`src/rtl/mprj_io_cfg_loader.sv`:
```
// mprj_io_cfg_loader: fetches one config word per pad, shifts the words MSB-first
// into the GPIO control-block chain (highest pad first), then strobes a parallel load.
module mprj_io_cfg_loader #(
   parameter int TOTAL_PADS = 38,
   parameter int CFG_BITS   = 13,
   parameter int IDX_W      = 6,
   parameter int CLK_DIV    = 4
) (
   input  logic                clk,
   input  logic                resetn,
   input  logic                start,
   output logic                busy,
   output logic                done,
   output logic [IDX_W-1:0]    cfg_idx,
   input  logic [CFG_BITS-1:0] cfg_word,
   output logic                serial_clock,
   output logic                serial_data_out,
   output logic                serial_load
);
   localparam int BW = $clog2(CFG_BITS + 1);
   localparam int DW = $clog2(CLK_DIV) + 1;
   localparam logic [2:0] IDLE     = 3'd0;
   localparam logic [2:0] FETCH    = 3'd1;
   localparam logic [2:0] SHIFT_LO = 3'd2;
   localparam logic [2:0] SHIFT_HI = 3'd3;
   localparam logic [2:0] LOAD     = 3'd4;
   localparam logic [2:0] DONE     = 3'd5;
   localparam logic [DW-1:0]    DIV_RELOAD = DW'(CLK_DIV - 1);
   localparam logic [BW-1:0]    BIT_LAST   = BW'(CFG_BITS - 1);
   localparam logic [IDX_W-1:0] PAD_LAST   = IDX_W'(TOTAL_PADS - 1);

   logic [2:0]          state;
   logic [IDX_W-1:0]    pad_cnt;
   logic [BW-1:0]       bit_cnt;
   logic [DW-1:0]       div_cnt;
   logic [CFG_BITS-1:0] shreg;
   logic [CFG_BITS-1:0] shreg_next;
   logic                div_end;

   assign div_end    = div_cnt == '0;
   assign shreg_next = shreg << 1;

   // div_cnt reloads on every state change so each timed state lasts exactly CLK_DIV cycles
   always_ff @(posedge clk or negedge resetn) begin
      if (!resetn) begin
         state           <= IDLE;
         busy            <= 1'b0;
         done            <= 1'b0;
         cfg_idx         <= '0;
         serial_clock    <= 1'b0;
         serial_data_out <= 1'b0;
         serial_load     <= 1'b0;
         pad_cnt         <= '0;
         bit_cnt         <= '0;
         div_cnt         <= DIV_RELOAD;
         shreg           <= '0;
      end else begin
         case (state)
            IDLE: begin
               div_cnt <= DIV_RELOAD;
               if (start) begin
                  cfg_idx <= PAD_LAST;
                  pad_cnt <= PAD_LAST;
                  busy    <= 1'b1;
                  state   <= FETCH;
               end
            end
            FETCH: begin
               shreg           <= cfg_word;
               bit_cnt         <= BIT_LAST;
               serial_data_out <= cfg_word[CFG_BITS-1];
               div_cnt         <= DIV_RELOAD;
               state           <= SHIFT_LO;
            end
            SHIFT_LO: begin
               if (div_end) begin
                  serial_clock <= 1'b1;
                  div_cnt      <= DIV_RELOAD;
                  state        <= SHIFT_HI;
               end else begin
                  div_cnt <= div_cnt - 1'b1;
               end
            end
            SHIFT_HI: begin
               if (div_end) begin
                  serial_clock <= 1'b0;
                  shreg        <= shreg_next;
                  div_cnt      <= DIV_RELOAD;
                  if (bit_cnt != '0) begin
                     bit_cnt         <= bit_cnt - 1'b1;
                     serial_data_out <= shreg_next[CFG_BITS-1];
                     state           <= SHIFT_LO;
                  end else if (pad_cnt != '0) begin
                     pad_cnt <= pad_cnt - 1'b1;
                     cfg_idx <= pad_cnt - 1'b1;
                     state   <= FETCH;
                  end else begin
                     serial_load <= 1'b1;
                     state       <= LOAD;
                  end
               end else begin
                  div_cnt <= div_cnt - 1'b1;
               end
            end
            LOAD: begin
               if (div_end) begin
                  serial_load <= 1'b0;
                  done        <= 1'b1;
                  div_cnt     <= DIV_RELOAD;
                  state       <= DONE;
               end else begin
                  div_cnt <= div_cnt - 1'b1;
               end
            end
            DONE: begin
               done    <= 1'b0;
               busy    <= 1'b0;
               div_cnt <= DIV_RELOAD;
               state   <= IDLE;
            end
            default: state <= IDLE;
         endcase
      end
   end
endmodule

```
`config.mk`:
```
export PLATFORM = sky130hd
export DESIGN_NAME = mprj_io_cfg_loader
export DESIGN_NICKNAME = d
export VERILOG_FILES = /design/src/rtl/mprj_io_cfg_loader.sv
export SDC_FILE = /design/constraint.sdc
export NUM_CORES = 1
export LEC_CHECK = 0
export BUFFER_PORTS_ARGS = -buffer_cell sky130_fd_sc_hd__buf_2
export CAP_MARGIN = 40
export CORE_ASPECT_RATIO = 0.75
export CORE_UTILIZATION = 51
export CTS_BUF_LIST = sky130_fd_sc_hd__clkbuf_16
export CTS_CLUSTER_SIZE = 40
export DETAILED_ROUTE_END_ITERATION = 7
export GPL_TIMING_DRIVEN = 0
export PLACE_DENSITY_LB_ADDON = 0.08
export SYNTH_ARGS = -nofsm -noshare
export SYNTH_HDL_FRONTEND = slang
export SYNTH_SLANG_ARGS = --single-unit
```
`constraint.sdc`:
```
create_clock -name clk -period 2.8 [get_ports clk]
set_input_delay 0.42 -clock clk [delete_from_list [all_inputs] [get_ports clk]]
set_output_delay 0.42 -clock clk [all_outputs]
set_load 0.005 [all_outputs]
```
==> run_results.csv <==
group,metric,value,unit
power,intPower,814,uW
synthesis,seq_area_frac_synth,0.467,
timing,worst_slew_pin_slew,746,ps
synthesis,synth.top_cell.area_share,0.437,
cts,clk_latency,270,ps
layout,diodes,0,
detailed_routing,drt_pass1_iterations,4,
status,status,"complete, no violations",
detailed_routing,final_antenna_net_count,0,
detailed_routing,drt_drc_violations_left,0,
synthesis,synth_top_family_by_area,"compound AO/OA/AOI/OAI gates",
synthesis,yosys-mux-area-fraction,0.0748,
synthesis,postSynthCellCount,184,
detailed_routing,wl_per_cell,15.0,um
placement,hpwl,2.78,mm
power,power.net_switching,207,uW
floorplanning,row_count,18,
floorplanning,initial_core_util,0.536,
floorplanning,die_x,70.1,um
timing,finalHoldViolCount,0,
placement,io_buffers,26,
power,swShare,0.203,
detailed_routing,num_vias,1491,
timing,tns,0,ps
synthesis,synth_nets,205,
timing,min_period_over_period,0.766,
cts,cts_tree,"done",
timing,fmax,0.466,GHz
power,p_comb_frac,0.030,
critical_path,worstSetupPathType,"flip-flop to flip-flop",
cts,ctsHoldBuffers,0,
timing,rsz0062_at_grt,"no",
layout,multi_input_area,866,um^2
min_path,hold_class,"input port to asynchronous set/reset pin",
timing,hold_ws,205,ps
critical_path,crit_start,"bit_cnt[0]",
synthesis,synth_simple_gate_area_frac,0.154,
timing,maxSlewViolCount,0,
cts,cts_sinks,33,
global_route,grt_pass1_vias,1376,
synthesis,synth-edff-count,0,
global_route,grt_max_degree,34,
power,worst_ir_drop_vdd,0.000302,V
global_route,grt_usage,0.232,
layout,final_util,0.630,
detailed_routing,vias_per_cell,5.80,
global_route,antenna_found_initial,0,
cts,clk_pin_slew,50,ps
synthesis,avgSynthCellArea,9.64,um^2
power,p_seq_frac,0.475,
cts,ctsResizeCount,0,
cts,h-tree-depth,2,
cts,cts_buffer_depth,2,
critical_path,r2r_cells,6,
timing,min_period,2140,ps
floorplanning,coreArea,3310,um^2
synthesis,synth_area_leaders,"dfrtp_1, mux2i_1, a21oi_1",
floorplanning,die_y,53.1,um
layout,seqCellArea,828,um^2
critical_path,cp-end-kind,"flip-flop",
cts,root_buffer,"clkbuf_16",
detailed_routing,wirelength,3.85,mm
global_route,grt_pass1_wl,6.44,mm
detailed_routing,drt_iter0_markers,82,
floorplanning,io_pins,27,
critical_path,start_kind,"flip-flop",
timing,finClkSkew,1.96,ps
power,power_per_cell_area,489,nW/um^2
timing,finalSetupViolations,0,
synthesis,synthFlopType,"dfrtp_1",
synthesis,syn-cell-area,1770,um^2
floorplanning,die-area,3720,um^2
cts,postCtsSetupRepairBufs,0,
critical_path,crit_fanout,5,
synthesis,synth-xor-area-share,0,
layout,finalNetCount,238,
global_route,grt-ovfl-total,0,
critical_path,required,2950,ps
synthesis,synth_cell_types,46,
layout,drive_gt1_frac,0.189,
synthesis,synth_compound_area_frac,0.224,
timing,slew-limit-headroom,0.496,
synthesis,yosys_warnings,0,
layout,areaGrowthSynthToFinish,17.6,%
placement,gp_congestion,0.852,
synthesis,ys_ff_latch,33,
job,cap_violations,0,
power,clkPwrFrac,0.495,
critical_path,cp_data_arrival_time,2300,ps
synthesis,synth_top_area_cell,"dfrtp_1",
layout,fillCellCount,289,
critical_path,reg2reg_from,"bit_cnt[0]",
synthesis,synthAdderAreaFrac,0.0353,
power,p_leak,0.00101,uW
cts,cts_made_buffers,5,
synthesis,synthArstFlopShare,1.00,
==> sequential cells by signal (all words and copies together), names as in the netlist <==
name             cells
shreg               12
pad_cnt              6
bit_cnt              4
div_cnt              3
state                3
busy                 1
done                 1
serial_clock         1
serial_data_out      1
serial_load          1
==> final cells by class <==
type | count | area share
well taps | 40 | 0.0240
clock inverters | 2 | 0.00360
plain buffers | 9 | 0.0168
multi-input cells | 130 | 0.415
clock buffers | 5 | 0.0600
repair buffers | 26 | 0.0624
inverters | 12 | 0.0216
flip-flops and latches | 33 | 0.397
==> cells in the mapped netlist, drive strengths merged, types with 2 or more instances <==
library cell	count
o2bb2ai	2
nor3	3
o21a	2
nor2b	3
a2bb2oi	2
buf	2
o22ai	2
dfrtp	31
dfstp	2
inv	12
nand2	8
o21ai	12
a21oi	21
a311o	2
nor4b	2
nand3b	2
a32oi	2
nand2b	3
clkbuf	7
nor2	22
nor4	2
mux2	2
nand3	4
mux2i	11
a22o	2
ha	5
==> layer usage <==
metal  global-route usage  wire (um)  vias up
li1                     -          -      728
met1                0.311       1930      712
met2                0.356       1680       46
met3               0.0533        194        5
met4                0.113         52        0
met5                    0          0        -
==> cells in the final DEF, fill, tap and decap left out, types with 5 or more instances in the layout <==
cell / synthesis / routed
ha_1: 5 / 5
o21ai_0: 12 / 12
nor2_1: 22 / 22
clkbuf_1: 7 / 7
nand2_1: 8 / 8
clkbuf_16: 0 / 5
dfrtp_1: 31 / 31
mux2i_1: 11 / 11
inv_1: 12 / 13
a21oi_1: 20 / 20
buf_2: 1 / 27
==> power by group through the flow <==
stage                     clock [uW]  combinational [uW]  sequential, uW
final                            505                30.7             486
after global routing             533                35.9             486
after CTS                        515                31.7             485
after detailed placement           0                31.5             493
after global placement             0                30.8             493
after floorplan                    0                9.61             493
==> cell families (layout without fill, tap and decap cells) <==
group | count (synthesis) | count (layout)
multiplexers | 13 | 13
adder cells (fa/ha/maj) | 5 | 5
flip-flops | 33 | 33
AO/OA/AOI/OAI | 58 | 58
AND/OR/NAND/NOR | 54 | 54
buffers and inverters | 21 | 54
==> worst max-delay path, cell delays in order (launching register included) <==
cell,delay (ps)
dfrtp_1,380
inv_1,80
ha_1,210
or3b_4,430
a311o_1,400
a221oi_2,400
o2bb2ai_1,120
==> final timing paths <==
kind | to | slack [ps]
min in group clk | shreg[0] | 350
setup / recovery | pad_cnt[1] | 660
hold reg to reg | bit_cnt[0] | 480
hold / removal | pad_cnt[1] | 200
max in group asynchronous | state[1] | 2120
setup reg to reg | pad_cnt[1] | 660
==> stage by stage <==
step	total power, uW	cell area [um^2]	worst slack, ps	std cells
finish	1020	2090	656	257
global route	1050	2090	598	257
CTS	1030	2090	655	257
detailed placement	525	1950	669	250
global placement	524	1950	713	250
floorplan	503	1770	860	184
Power figures use the tool's default switching activity.
